$ cat config.mk
export PLATFORM = sky130hd
export DESIGN_NAME = scan_decoder
export DESIGN_NICKNAME = d
export VERILOG_FILES = /design/src/rtl/scan_decoder.sv
export SDC_FILE = /design/constraint.sdc
export NUM_CORES = 1
export LEC_CHECK = 0
export CAP_MARGIN = 20
export CORE_AREA = 10 10 49 51
export DETAILED_ROUTE_END_ITERATION = 8
export DIE_AREA = 0 0 59 61
export GPL_ROUTABILITY_DRIVEN = 0
export PLACE_DENSITY = 0.68
export SLEW_MARGIN = 20
export SYNTH_ARGS = -nofsm -noshare
export SYNTH_HDL_FRONTEND = slang
export SYNTH_SLANG_ARGS = --single-unit
$ cat constraint.sdc
create_clock -name clk -period 1.7 [get_ports clk]
set_clock_uncertainty 0.2 [all_clocks]
set_input_delay 0.17 -clock clk [delete_from_list [all_inputs] [get_ports clk]]
set_output_delay 0.17 -clock clk [all_outputs]
set_load 0.005 [all_outputs]
$ cat src/rtl/scan_decoder.sv
`default_nettype none
// ============================================================================
//  Module   : scan_decoder
//  Purpose  : Registered one-hot output decoder with direct (handshaked) and
//             auto-scan modes. Optional sticky out-of-range flag `err` when
//             macro SCAN_DECODER_ERR_EN is defined.
//  Revision : 1.0 - initial release
// ============================================================================
module scan_decoder #(
    parameter int SEL_W    = 2,
    parameter int NUM_OUT  = 4,
    parameter int SCAN_DIV = 4
) (
    input  logic               clk,
    input  logic               rst_n,
    input  logic               en,
    input  logic               mode,
    input  logic               in_valid,
    output logic               in_ready,
    input  logic [SEL_W-1:0]   sel,
    output logic [NUM_OUT-1:0] out,
    output logic               out_valid,
    output logic [SEL_W-1:0]   scan_idx
`ifdef SCAN_DECODER_ERR_EN
    ,
    output logic               err
`endif
);

    localparam int DIV_W = (SCAN_DIV > 1) ? $clog2(SCAN_DIV) : 1;

    localparam logic [1:0] c_ST_IDLE = 2'd0;
    localparam logic [1:0] c_ST_HOLD = 2'd1;
    localparam logic [1:0] c_ST_SCAN = 2'd2;

    localparam logic [NUM_OUT-1:0] c_HOT0     = {{(NUM_OUT-1){1'b0}}, 1'b1};
    localparam logic [SEL_W-1:0]   c_LAST_IDX = SEL_W'(NUM_OUT - 1);
    localparam logic [DIV_W-1:0]   c_DIV_LAST = DIV_W'(SCAN_DIV - 1);

    logic [1:0]         r_state;
    logic [1:0]         w_state_nxt;
    logic [NUM_OUT-1:0] r_out;
    logic [NUM_OUT-1:0] w_out_nxt;
    logic               r_out_valid;
    logic               w_out_valid_nxt;
    logic [SEL_W-1:0]   r_idx;
    logic [SEL_W-1:0]   w_idx_nxt;
    logic [SEL_W-1:0]   w_idx_inc;
    logic [DIV_W-1:0]   r_div;
    logic [DIV_W-1:0]   w_div_nxt;
    logic               w_xfer;
    logic [NUM_OUT-1:0] w_sel_hot;
    logic [NUM_OUT-1:0] w_scan_hot;

    // A shift past the top bit yields zero, so out-of-range selects decode to all-zero.
    assign in_ready   = en & ~mode & rst_n;
    assign w_xfer     = in_valid & in_ready;
    assign w_sel_hot  = c_HOT0 << sel;
    assign w_idx_inc  = (r_idx == c_LAST_IDX) ? '0 : r_idx + 1'b1;
    assign w_scan_hot = c_HOT0 << w_idx_inc;

    always_ff @(posedge clk) begin
        if (!rst_n) begin
            r_state <= c_ST_IDLE;
        end else begin
            r_state <= w_state_nxt;
        end
    end

    // A transfer accepted on the cycle mode drops wins over the return to IDLE.
    always_comb begin
        w_state_nxt = r_state;
        if (!en) begin
            w_state_nxt = c_ST_IDLE;
        end else if (mode) begin
            w_state_nxt = c_ST_SCAN;
        end else if (w_xfer) begin
            w_state_nxt = c_ST_HOLD;
        end else if (r_state == c_ST_SCAN) begin
            w_state_nxt = c_ST_IDLE;
        end
    end

    always_comb begin
        w_out_nxt       = r_out;
        w_out_valid_nxt = 1'b0;
        w_idx_nxt       = r_idx;
        w_div_nxt       = r_div;
        if (!en) begin
            w_out_nxt = '0;
        end else if (mode) begin
            if (r_state != c_ST_SCAN) begin
                w_idx_nxt       = '0;
                w_div_nxt       = '0;
                w_out_nxt       = c_HOT0;
                w_out_valid_nxt = 1'b1;
            end else if (r_div == c_DIV_LAST) begin
                w_div_nxt       = '0;
                w_idx_nxt       = w_idx_inc;
                w_out_nxt       = w_scan_hot;
                w_out_valid_nxt = 1'b1;
            end else begin
                w_div_nxt = r_div + 1'b1;
            end
        end else if (w_xfer) begin
            w_out_nxt       = w_sel_hot;
            w_out_valid_nxt = 1'b1;
        end else if (r_state == c_ST_SCAN) begin
            w_out_nxt = '0;
        end
    end

    always_ff @(posedge clk) begin
        if (!rst_n) begin
            r_out       <= '0;
            r_out_valid <= 1'b0;
            r_idx       <= '0;
            r_div       <= '0;
        end else begin
            r_out       <= w_out_nxt;
            r_out_valid <= w_out_valid_nxt;
            r_idx       <= w_idx_nxt;
            r_div       <= w_div_nxt;
        end
    end

    assign out       = r_out;
    assign out_valid = r_out_valid;
    assign scan_idx  = r_idx;

`ifdef SCAN_DECODER_ERR_EN
    logic r_err;

    always_ff @(posedge clk) begin
        if (!rst_n) begin
            r_err <= 1'b0;
        end else if (w_xfer && (w_sel_hot == '0)) begin
            r_err <= 1'b1;
        end
    end

    assign err = r_err;
`endif

endmodule
`default_nettype wire

==> results.yml <==
yosys:
  synth_top_cell_by_area: "dfxtp_1"
  syn-num-nets: 86
  synth_warnings: 0
  synthTopCellsByArea: "dfxtp_1 33%, ha_1 9.5%, a32o_1 6.1%"
  ys_seq_area_frac: 0.3333
  netlist_area_sq_um: 660.6
  synth_top_area_frac: 0.3333
  syn_inst: 74
  synth-seq-cells: 11
  syn_avg_cell_area_sq_um: 8.927
  synthDistinctLibCells: 25
setup_path:
  cp-end-kind: "output port"
  max_stage_delay_ps: 510
  crit_path_top_delay_cell: "clkdlybuf4s50_1"
  setup.worst_path.class: "register to output port"
  timing.critical_path.buf_inv: 2
  cp_max_fo: 5
  critical_path_required_ps: 1330
  path_delay_family: "buffers and inverters"
  start_kind: "register"
  worstPathArrival_ps: 1250
  path_cells: "buf_4 > clkdlybuf4s50_1"
drt:
  firstDrtPassIters: 4
  drtIter0Drc: 19
  wire_per_inst_um: 14.34
  viasPerCell: 5.619
  drcViolationCount: 0
  vias: 663
  ant_nets: 0
  wirelength_mm: 1.692
power:
  leakagePower_nw: 0.3759
  power_density_nw_per_um2: 609.4
  vdd_drop_max_v: 0.0004490
  p_total_uw: 562.7
hold_path:
  hold_class: "register to register"
clock_tree:
  clock_sinks: 11
  clk_latency_ps: 280
  root_buffer: "clkbuf_4"
  post-cts-setup-buffers: 0
  clockBufferDepth: 2
  cts_tree: "built"
  h-tree-depth: 1
  cts_inserted_buffers: 3
  path_clk_slew_ps: 80
global_routing:
  globalRouteMet1Util: 0.1161
  grt_usage: 0.1054
  grt_pass1_vias: 660
  gr-total-overflow: 0
  grt_pass1_wl_mm: 2.891
  grt_antenna_before_repair: 0
  grtUsageMet2: 0.1667
  grt_max_degree: 9
  grt.busiest_layer: "met2"
  grt_use_met3: 0.02714
layout:
  drive_gt1_frac: 0.2059
  fin_cells: 118
  fillers: 141
  num-nets-final: 115
  final_cell_mix: "13 x clkdlybuf4s50_1, 13 x buf_4, 11 x dfxtp_1"
  syn_to_final_growth_pct: 39.77
  antenna_cells: 0
  final_core_util: 0.6276
timing:
  finalSetupViolations: 0
  finalSetupTns_ps: 0
  min_period_over_period: 0.9517
  min_period_ps: 1618
  slew-limit-headroom: 0.8030
  hold_violations: 0
  rsz0062_at_grt: "no"
  slew_violations: 0
  tightest_slew_ps: 295.4
  fmax_ghz: 0.6181
floorplanning:
  die_area_sq_um: 3599
  ios: 15
  start_util: 0.4490
  core_area_sq_um: 1471
  chipHeight_um: 61
  die-width_um: 59
  rows: 14
place:
  dp.final_hpwl_mm: 1.320
  dpl.cell_count: 114
  port-buffer-count: 14
outcome:
  status: "finished, final reports clean"
run:
  cap_violations: 0
## report_power, final
part           internal, mW  total [mW]  switching, mW  leakage (nW)
clock network        0.0873       0.189          0.101        0.0177
registers             0.265       0.272        0.00698        0.0895
logic                0.0604       0.102         0.0416         0.269
## worst paths after layout
kind / from / end / slack [ps] / depth (start not counted)
worst max-delay path: scan_idx[0] / scan_idx[0] / 80 / 2
worst min-delay path: r_div[0] / r_div[0] / 280 / 2
worst max register to register: r_div[0] / out[0] / 140 / 5
worst min register to register: r_div[0] / r_div[0] / 280 / 2
## stage by stage
stage	setup WS [ps]	cell area [sq um]	hold WS [ps]
finish	82.03	923.4	276.9
global route	25.48	923.4	295.3
CTS	68.10	923.4	280.0
detailed placement	-115.6	897.1	267.8
global placement	-89.74	897.1	263.3
floorplan	168.4	660.6	80.23
## state kept, by name, indices dropped and copies added, names as in the netlist
register / count
out: 4
scan_idx: 2
out_valid: 1
r_state: 2
r_div: 2
## per-layer routing
layer / routed length (um) / share of wire
met1: 750 / 0.44
met2: 777 / 0.46
met3: 96 / 0.057
met4: 68 / 0.040
met5: 0 / 0
## cells in the mapped netlist (all sizes together)
cell / number
a211oi: 5
a21boi: 4
a31oi: 2
a32o: 4
a32oi: 4
and2b: 1
and3b: 1
and4b: 1
and4bb: 1
buf: 3
dfxtp: 11
ha: 5
inv: 6
nand2: 4
nand2b: 1
nand3: 1
nand4: 3
nor2: 10
nor3b: 2
o21a: 1
o21ai: 2
or3b: 1
or4: 1
## cell families after synthesis
logic type | count (synthesis) | synth area share
fa+ha+maj | 5 | 0.09470
simple gates | 27 | 0.2443
buf+inv | 9 | 0.06628
compound gates | 22 | 0.2614
flops | 11 | 0.3333
## worst min-delay path: cells and delay by family, from the launching register on
family | cells | cell delay [ps]
compound gates | 1 | 50
flops | 1 | 330
simple gates | 1 | 50
## area by class of cell
class / instances / area [sq um] / share of cell area
clock inverter: 1 / 5.005 / 0.005420
multi-input combinational: 54 / 396.6 / 0.4295
inverter: 6 / 22.52 / 0.02439
tap: 16 / 20.02 / 0.02168
sequential: 11 / 220.2 / 0.2385
timing repair buffer: 27 / 236.5 / 0.2561
clock buffer: 3 / 22.52 / 0.02439
## timing repair
item | 4_1_cts | 5_1_grt
hold buffers | 0 | 0
endpoints found under the setup margin | 1 | 0
resized for setup | 1 | 0
No activity file was read; power rests on OpenSTA's default activity.
